--- config.mk ---
export PLATFORM = sky130hd
export DESIGN_NAME = adf4159_chirp_scheduler
export DESIGN_NICKNAME = d
export VERILOG_FILES = /design/src/rtl/adf4159_chirp_scheduler.sv
export SDC_FILE = /design/constraint.sdc
export NUM_CORES = 1
export LEC_CHECK = 0
export ABC_AREA = 1
export CAP_MARGIN = 20
export CORE_MARGIN = 4
export CORE_UTILIZATION = 58
export DETAILED_ROUTE_END_ITERATION = 10
export DONT_BUFFER_PORTS = 1
export GPL_ROUTABILITY_DRIVEN = 0
export GPL_TIMING_DRIVEN = 1
export PLACE_DENSITY = 0.8
export SYNTH_ARGS = -nofsm -noshare
export SYNTH_HDL_FRONTEND = slang
export SYNTH_SLANG_ARGS = --single-unit
--- constraint.sdc ---
create_clock -name ipClk -period 2.41 [get_ports ipClk]
set_input_delay 0.482 -clock ipClk [delete_from_list [all_inputs] [get_ports ipClk]]
set_output_delay 0.482 -clock ipClk [all_outputs]
set_load 0.01 [all_outputs]
--- src/rtl/adf4159_chirp_scheduler.sv ---
// Steps the ADF4159 driver through a table of frequency profiles and issues chirp triggers.
// Optional busy-wait watchdog: define ADF4159_BUSY_TIMEOUT_EN.
module adf4159_chirp_scheduler #(
  parameter int unsigned PROFILES    = 4,
  parameter int unsigned PRI_WIDTH   = 24,
  parameter int unsigned COUNT_WIDTH = 16,
  parameter int unsigned TIMEOUT     = 65535,
  localparam int unsigned AW         = $clog2(PROFILES)
) (
  input  logic                   ipClk,
  input  logic                   ipReset,
  input  logic                   ipCfgWrite,
  input  logic [AW-1:0]          ipCfgAddr,
  input  logic [11:0]            ipCfgInteger,
  input  logic [24:0]            ipCfgFraction,
  input  logic [COUNT_WIDTH-1:0] ipCfgChirps,
  input  logic [PRI_WIDTH-1:0]   ipPRI,
  input  logic [AW-1:0]          ipLastProfile,
  input  logic                   ipLoop,
  input  logic                   ipStart,
  input  logic                   ipStop,
  output logic [11:0]            opInteger,
  output logic [24:0]            opFraction,
  output logic                   opUpdate,
  input  logic                   ipBusy,
  output logic                   opTrigger,
  output logic                   opRunning,
  output logic [AW-1:0]          opProfile,
  output logic                   opFrameDone,
  output logic                   opError
);

  typedef enum logic [2:0] {IDLE, LOAD, WAIT_ACK, WAIT_DONE, CHIRP} stateT;

  stateT                  state, nextState;
  logic [AW-1:0]          profile, nextProfile;
  logic [11:0]            integerTab  [PROFILES];
  logic [24:0]            fractionTab [PROFILES];
  logic [COUNT_WIDTH-1:0] chirpTab    [PROFILES];
  logic [COUNT_WIDTH-1:0] chirpsLeft;
  logic [PRI_WIDTH-1:0]   priReg, priCnt, priClamped;
  logic                   stopPending, stopReq, priWrap, advance, frameDoneNext;
  logic                   timeoutHit;

  assign stopReq    = stopPending | ipStop;
  assign priWrap    = (priCnt == priReg - PRI_WIDTH'(1));
  assign priClamped = (ipPRI < PRI_WIDTH'(2)) ? PRI_WIDTH'(2) : ipPRI;

  assign opRunning = (state != IDLE);
  assign opUpdate  = (state == LOAD);
  assign opProfile = profile;
  // A stop arriving in a trigger cycle suppresses that trigger as well.
  assign opTrigger = (state == CHIRP) && (priCnt == '0) && (chirpsLeft != '0) && !stopReq;

`ifdef ADF4159_BUSY_TIMEOUT_EN
  localparam int unsigned TW = $clog2(TIMEOUT + 1);
  logic [TW-1:0] toCnt;
  logic          errReg;
  logic          inWait;

  assign inWait     = (state == WAIT_ACK) || (state == WAIT_DONE);
  assign timeoutHit = inWait && (toCnt == TW'(TIMEOUT - 1));
  assign opError    = errReg;

  always_ff @(posedge ipClk or negedge ipReset) begin
    if (!ipReset) begin
      toCnt  <= '0;
      errReg <= 1'b0;
    end else begin
      toCnt <= inWait ? toCnt + TW'(1) : '0;
      if (state == IDLE && ipStart)
        errReg <= 1'b0;
      else if (timeoutHit)
        errReg <= 1'b1;
    end
  end
`else
  assign timeoutHit = 1'b0;
  assign opError    = 1'b0;
`endif

  always_comb begin
    nextState     = state;
    nextProfile   = profile;
    advance       = 1'b0;
    frameDoneNext = 1'b0;
    case (state)
      IDLE:      if (ipStart && !ipStop) begin
                   nextState   = LOAD;
                   nextProfile = '0;
                 end
      LOAD:      nextState = WAIT_ACK;
      WAIT_ACK:  if (ipBusy) nextState = WAIT_DONE;
      // The SPI write is never cut short: stop is only honoured once busy drops.
      WAIT_DONE: if (!ipBusy) begin
                   if (stopReq)               nextState = IDLE;
                   else if (chirpsLeft == '0) advance   = 1'b1;
                   else                       nextState = CHIRP;
                 end
      CHIRP:     if (stopReq)                           nextState = IDLE;
                 else if (chirpsLeft == '0 && priWrap)  advance   = 1'b1;
      default:   nextState = IDLE;
    endcase
    if (advance) begin
      if (profile == ipLastProfile) begin
        frameDoneNext = 1'b1;
        if (ipLoop) begin
          nextState   = LOAD;
          nextProfile = '0;
        end else begin
          nextState = IDLE;
        end
      end else begin
        nextState   = LOAD;
        nextProfile = profile + AW'(1);
      end
    end
    if (timeoutHit) begin
      nextState     = IDLE;
      frameDoneNext = 1'b0;
    end
  end

  always_ff @(posedge ipClk or negedge ipReset) begin
    if (!ipReset) begin
      for (int unsigned i = 0; i < PROFILES; i++) begin
        integerTab[i]  <= '0;
        fractionTab[i] <= '0;
        chirpTab[i]    <= '0;
      end
    end else if (ipCfgWrite) begin
      integerTab[ipCfgAddr]  <= ipCfgInteger;
      fractionTab[ipCfgAddr] <= ipCfgFraction;
      chirpTab[ipCfgAddr]    <= ipCfgChirps;
    end
  end

  always_ff @(posedge ipClk or negedge ipReset) begin
    if (!ipReset) begin
      state       <= IDLE;
      profile     <= '0;
      opInteger   <= '0;
      opFraction  <= '0;
      opFrameDone <= 1'b0;
      chirpsLeft  <= '0;
      priReg      <= '0;
      priCnt      <= '0;
      stopPending <= 1'b0;
    end else begin
      state       <= nextState;
      profile     <= nextProfile;
      opFrameDone <= frameDoneNext;
      // Words are captured on entry so they are valid during the LOAD cycle itself.
      if (nextState == LOAD) begin
        opInteger  <= integerTab[nextProfile];
        opFraction <= fractionTab[nextProfile];
        chirpsLeft <= chirpTab[nextProfile];
      end else if (opTrigger) begin
        chirpsLeft <= chirpsLeft - COUNT_WIDTH'(1);
      end
      if (state == WAIT_DONE && nextState == CHIRP)
        priReg <= priClamped;
      priCnt <= (state == CHIRP && !priWrap) ? priCnt + PRI_WIDTH'(1) : '0;
      if (nextState == IDLE)
        stopPending <= 1'b0;
      else if (ipStop && state != IDLE)
        stopPending <= 1'b1;
    end
  end

endmodule

# == After elaboration in Yosys (flattened, before gate mapping) ==
# Cells that the tools add are included.
# word_totals
latch_bits,0
in_bits,88
mem_count,0
output_inout_bits,44
mem_bits_rw,0
ff_bits,320
romBits,0
# op_classes
mux,47
n_div,0
eq_ne,8
n_mul,0
n_shift,0
n_reduce_logical,20
addsub,4
bitwise,3
order_cmp,4
# ops
operator,count
100-bit bitwise mux,1
16-bit two-way mux,5
25-bit two-way mux,3
64-bit bitwise mux,1
25-bit binary-select mux with 2-bit select,1
25-bit demux with 2-bit select,1
48-bit bitwise mux,1
24-bit two-way mux,2
12-bit two-way mux,3
16-bit binary-select mux with 2-bit select,1
16-bit demux with 2-bit select,1
"24-bit by 1-bit adder with 24-bit output, second input constant",1
12-bit binary-select mux with 2-bit select,1
12-bit demux with 2-bit select,1
24-bit equality test,1
24-bit zero test,1
"24-bit by 2-bit less-than comparator with 1-bit output, second input constant",1
3-bit two-way mux,8
"24-bit by 1-bit subtractor with 24-bit output, second input constant",1
16-bit zero test,1
16-bit nonzero test,1
"16-bit by 1-bit subtractor with 16-bit output, second input constant",1
3-bit one-hot mux with 5 select lines,1
1-bit two-way mux,10
16 further kinds,37

# == Depth between registers and ports, before layout ==
# Gate-level depths: netlist of the first run.
# logic_depth
depth_word,12
ltp_mapped,24
ltp_nobuf,23

# == Worst setup path after synthesis of the first run ==
# No wires, ideal clock.
# synth_timing
kind,reg-to-reg
startpoint,register priReg[0]
endpoint,register chirpsLeft[10]
path_stages_with_launch,22
slack_ns,-0.130
arrival_ns,2.423
cell_sequence,dfrtp_1 > inv_1 > ha_1 > nand2_1 > nor2_4 > nand2_1 > o21ai_0 > nand2_1 > nor2_1 > nand2_1 > nor2_1 > nand2_1 > nand2_2 > nand2_4 > nand2_4 > nand2_4 > buf_6 > buf_4 > nand2_1 > nand3_1 > nand3_1 > nand2_1
# synth_via
elab_chain_cells,12
word_cells_on_any_way,15
# synth_rtl
element,line,text
"start, declared",41,"logic [PRI_WIDTH-1:0] priReg, priCnt, priClamped;"
"start signal, assigned",162,priReg <= priClamped;
24-bit by 1-bit subtractor with 24-bit output (*),46,assign priWrap = (priCnt == priReg - PRI_WIDTH'(1));
24-bit equality test (*),46,
1-bit logical AND (*),101,else if (chirpsLeft == '0 && priWrap) advance = 1'b1;
1-bit two-way mux (*),101,
1-bit two-way mux (*),100,CHIRP: if (stopReq) nextState = IDLE;
1-bit one-hot mux with 2 select lines (*),87,case (state)
2-bit two-way mux,104,if (advance) begin
2-bit inverter with 3-bit output (implied by the code),157,chirpsLeft <= chirpTab[nextProfile];
16-bit binary-select mux with 2-bit select,157,
16-bit two-way mux (implied by the code) (2 in a row),157,
16-bit two-way mux,154,if (nextState == LOAD) begin
"end signal, assigned",157,
"end signal, assigned",159,chirpsLeft <= chirpsLeft - COUNT_WIDTH'(1);
"end, declared",40,logic [COUNT_WIDTH-1:0] chirpsLeft;
# Every way passes the cells marked *; elsewhere a longest branch is shown, timed or not. The select of a mux whose other input is x is not followed.
# A chain may end at the register's enable or synchronous reset.

# == Final worst setup path of the first run ==
# layout_timing
startpoint,register state[1]
endpoint,register opInteger[7]
# layout_via
elab_chain_cells,9
word_cells_on_any_way,23
# layout_rtl
element,line,text
"start, declared",35,"stateT state, nextState;"
"start signal, assigned",150,state <= nextState;
3-bit zero test,87,
2-bit two-way mux,87,
2-bit two-way mux,107,if (ipLoop) begin
2-bit two-way mux,105,if (profile == ipLastProfile) begin
2-bit two-way mux,104,
2-bit inverter with 3-bit output (implied by the code),155,opInteger <= integerTab[nextProfile];
12-bit binary-select mux with 2-bit select,155,
12-bit two-way mux (implied by the code) (2 in a row),155,
"end signal, assigned",155,
"end, declared",22,"output logic [11:0] opInteger,"
# Several ways; a longest one is shown, not always the timed one. The select of a mux whose other input is x is not followed.

==> results of run 1 <==
==> routing by layer <==
layer,vias up,global-route usage,share of wire
li1,7031,-,-
met1,7513,0.386,0.37
met2,946,0.509,0.48
met3,247,0.0788,0.098
met4,2,0.140,0.053
met5,-,0,0.00027
==> placed cells by master, fill, tap and decap left out, types with 20 or more instances in the layout <==
| master | count |
|---|---|
| nand2_1 | 645 |
| nand2_2 | 32 |
| inv_1 | 223 |
| nor2_1 | 86 |
| dfrtp_1 | 318 |
| nand3_2 | 24 |
| buf_12 | 30 |
| nand3_1 | 156 |
| buf_4 | 176 |
| o21ai_0 | 240 |
| xor2_1 | 20 |
| nand3b_1 | 83 |
| clkbuf_16 | 41 |
==> power by group through the flow <==
stage	clock [uW]	sequential (uW)	combinational [uW]
floorplan	0	7310	3140
global placement	0	7490	4660
detailed placement	0	7510	4850
CTS	5760	7490	5430
global route	6020	7660	6600
finish	5760	7560	6010
==> state kept, by name (all words and copies together) (netlist names) <==
signal and count:
opProfile 2, opInteger 12, state 3, stopPending 1, fractionTab 100, opFraction 25
priReg 24, integerTab 48, chirpTab 64, chirpsLeft 16, priCnt 24, opFrameDone 1
==> area by class of cell <==
cell class / count / share of cell area
inverter: 242 / 0.0459
tap: 372 / 0.0227
timing repair buffer: 236 / 0.119
multi-input combinational: 1443 / 0.362
antenna: 1 / 0.000122
clock inverter: 14 / 0.0119
clock buffer: 49 / 0.0481
sequential: 320 / 0.390
==> final timing paths <==
| path | from | to | slack (ns) | cells past startpoint |
|---|---|---|---|---|
| setup reg to reg | state[1]$_DFF_PN0_ | opInteger[7]$_DFFE_PN0N_ | -0.58 | 20 |
| min in group ipClk | ipPRI[2] | priReg[2]$_DFFE_PN0P_ | 0.09 | 2 |
| setup / recovery | state[1]$_DFF_PN0_ | opInteger[7]$_DFFE_PN0N_ | -0.58 | 20 |
| hold reg to reg | fractionTab[89]$_DFFE_PN0P_ | fractionTab[89]$_DFFE_PN0P_ | 0.48 | 2 |
| max in group asynchronous | ipReset | opFraction[12]$_DFFE_PN0N_ | 1.71 | 0 |
| hold / removal | ipReset | chirpTab[41]$_DFFE_PN0P_ | -0.33 | 0 |
==> cells by family after synthesis <==
kind of cell,count (synthesis),synth area share
xor+xnor,32,0.0173
flops,320,0.495
other cells,1,0.000232
compound gates,267,0.0848
fa+ha+maj,4,0.00310
buf+inv,349,0.0880
simple gates,1138,0.311
==> timing repair <==
action | CTS | global route
pin swaps | 38 | 55
setup buffers | 49 | 34
cloned | 5 | 9
hold endpoints to repair | 320 | 320
setup endpoints to repair | 70 | 91
gates resized for setup | 110 | 99
==> per-stage QoR <==
step	power (uW)	hold slack [ns]
floorplan	10500	0.186
global placement	12200	0.202
detailed placement	12400	0.203
CTS	18700	-0.345
global route	20300	-0.346
finish	19300	-0.329
==> synthesized netlist by cell type, types with 2 or more instances <==
| library cell | instances | area, um^2 |
|---|---|---|
| a21oi_1 | 7 | 35.0 |
| a31oi_1 | 3 | 18.8 |
| buf_2 | 30 | 150 |
| buf_4 | 12 | 90.1 |
| buf_6 | 4 | 45.0 |
| clkbuf_1 | 60 | 225 |
| dfrtp_1 | 320 | 8010 |
| ha_1 | 4 | 50.1 |
| inv_1 | 237 | 890 |
| inv_2 | 4 | 15.0 |
| nand2_1 | 685 | 2570 |
| nand2_2 | 3 | 18.8 |
| nand2_4 | 3 | 33.8 |
| nand3_1 | 184 | 921 |
| nand3_2 | 2 | 20.0 |
| nand3b_1 | 83 | 623 |
| nand4_1 | 16 | 100 |
| nor2_1 | 113 | 424 |
| nor2_2 | 4 | 25.0 |
| nor2_4 | 3 | 33.8 |
| nor3_1 | 22 | 110 |
| nor3b_1 | 5 | 37.5 |
| nor4_1 | 7 | 43.8 |
| o21a_1 | 3 | 22.5 |
| o21ai_0 | 246 | 1230 |
| o21ai_1 | 2 | 10.0 |
| o21bai_1 | 3 | 22.5 |
| or2_2 | 4 | 25.0 |
| xnor2_1 | 12 | 105 |
| xor2_1 | 20 | 175 |
==> worst reg2reg max path: stages (launching register included) <==
cell and delay [ns]:
dfrtp_1 0.40, nor2_2 0.17, inv_2 0.07, nor2_4 0.12
buf_4 0.12, buf_4 0.09, buf_4 0.10, buf_4 0.10
buf_4 0.09, buf_4 0.10, buf_4 0.12, inv_1 0.08
a21oi_4 0.29, nand3_4 0.24, nand2_8 0.19, buf_12 0.16
nand2_1 0.08, nand3_1 0.12, nand2_2 0.08, nand2_2 0.11
nand2_1 0.06
==> qor.txt, run 1 <==
RSZ-0062 raised after global routing: yes
YS warnings: 0
FF/Latch Area: 8010 um^2
Core Rows: 60
final instance area: 20,500 um^2
clk_lat worst skew: 0.52 ns
ys async rst share: 1.00
DP Wirelength: 27.4 mm
failing checks: hold timing, setup timing
Sw Ratio: 0.341
Post-synth EDFFs: 0
global-route wire length before repair: 77.6 mm
Final Slew Violations: 0
area of the multi-input gates: 7450 um^2
Vias/cell: 5.88
core area: 27,200 um^2
Pre-antenna DRT Iters: 6
CP Buf/Inv Count: 10
setup violators final: 81
Final ANT Viol Nets: 0
Tcrit/Tclk final: 1.24
fraction of layout cells with a size suffix above 1: 0.195
Initial Util: 0.595
P&R area growth vs syn: 27.1%
Crit path largest cell delay: 0.40 ns
Synth Net Count: 2,203
Mapped Cells: 2,111
Worst setup EP type: flop
pre-CTS setup slack: -0.535 ns
register area share after synthesis: 0.495
library cells used by synthesis: 40
Critical Path Start Type: flop
status: finished with violations
initial antenna violation count: 1
CTS max path bufs: 3
clock root cell: clkbuf_16
Max Clock Skew: 0.0249 ns
maximum number of pins on one net before global-route repair: 321
grt ovf: 0
Final Hold Viols: 320
port bufs: 0
minimum clock period: 2.99 ns
total track usage: 0.309
Sum Neg Setup Slack: -31.04 ns
Placed Instances: 2,528
Clock Sinks: 320
Die Ht: 175 um
MaxCap Viol Count: 0
slew margin rel.: 0.148
Int Pwr: 12,700 uW
CP top delay family: simple AND/OR/NAND/NOR gates
worst min path class: primary input to async pin
Util after Layout: 0.756
clock network power share: 0.298
DRT iter0 DRCs: 2,008
WL/cell: 19.1 um
Detailed Route WL: 51.2 mm
Main synth FF type: dfrtp_1
final hold slack: -0.329 ns
vias in the first global route: 15.3k
Layout Nets: 2,370
via count: 15.7k
fill count: 1,758
crit path max-delay cell type: dfrtp_1
cell area power density: 941 nW/um^2
clock slew at reported path FFs: 0.06 ns
highest clock rate: 335 MHz
Seq pwr share: 0.391
fin cells: 2,677
Peak supply drop: 0.612 mV
CTS buffer count: 35
Worst-Margin Slew: 1.28 ns
LEAKAGE: 0.0104 uW
Die ar.: 30,600 um^2
DIE WIDTH: 175 um
NetSw: 6580 uW
DRC violations left: 0
register bit total from synthesis: 320
combinational share of power: 0.311
cell mode on critical path: buf_4
Final WS setup: -0.579 ns
I/O pins: 132
Post-Syn Area per Cell: 7.66 um^2
Area after DPL: 17,600 um^2
Mapped Area: 16,200 um^2
CP arrival: 3.39 ns
H-tree depth: 2
WS Path Type: flop to flop
Critical Path, Cell by Cell: nor2_2 > inv_2 > nor2_4 > buf_4 > buf_4 > buf_4 > buf_4 > buf_4 > buf_4 > buf_4 > inv_1 > a21oi_4 > nand3_4 > nand2_8 > buf_12 > nand2_1 > nand3_1 > nand2_2 > nand2_2 > nand2_1
critical path required time: 2.81 ns
Max FO, Critical Path: 10
CTS tree: done
Power figures use the tool's default switching activity.
==> run 2: changes to the inputs <==
--- a/config.mk
+++ b/config.mk
@@ -6,7 +6,7 @@
 export NUM_CORES = 1
 export LEC_CHECK = 0
 export ABC_AREA = 1
-export CAP_MARGIN = 20
+export CAP_MARGIN = 15
 export CORE_MARGIN = 4
 export CORE_UTILIZATION = 58
 export DETAILED_ROUTE_END_ITERATION = 10
==> results of run 2 <==
Final layout, timing and power as in run 1 (identical DEF).
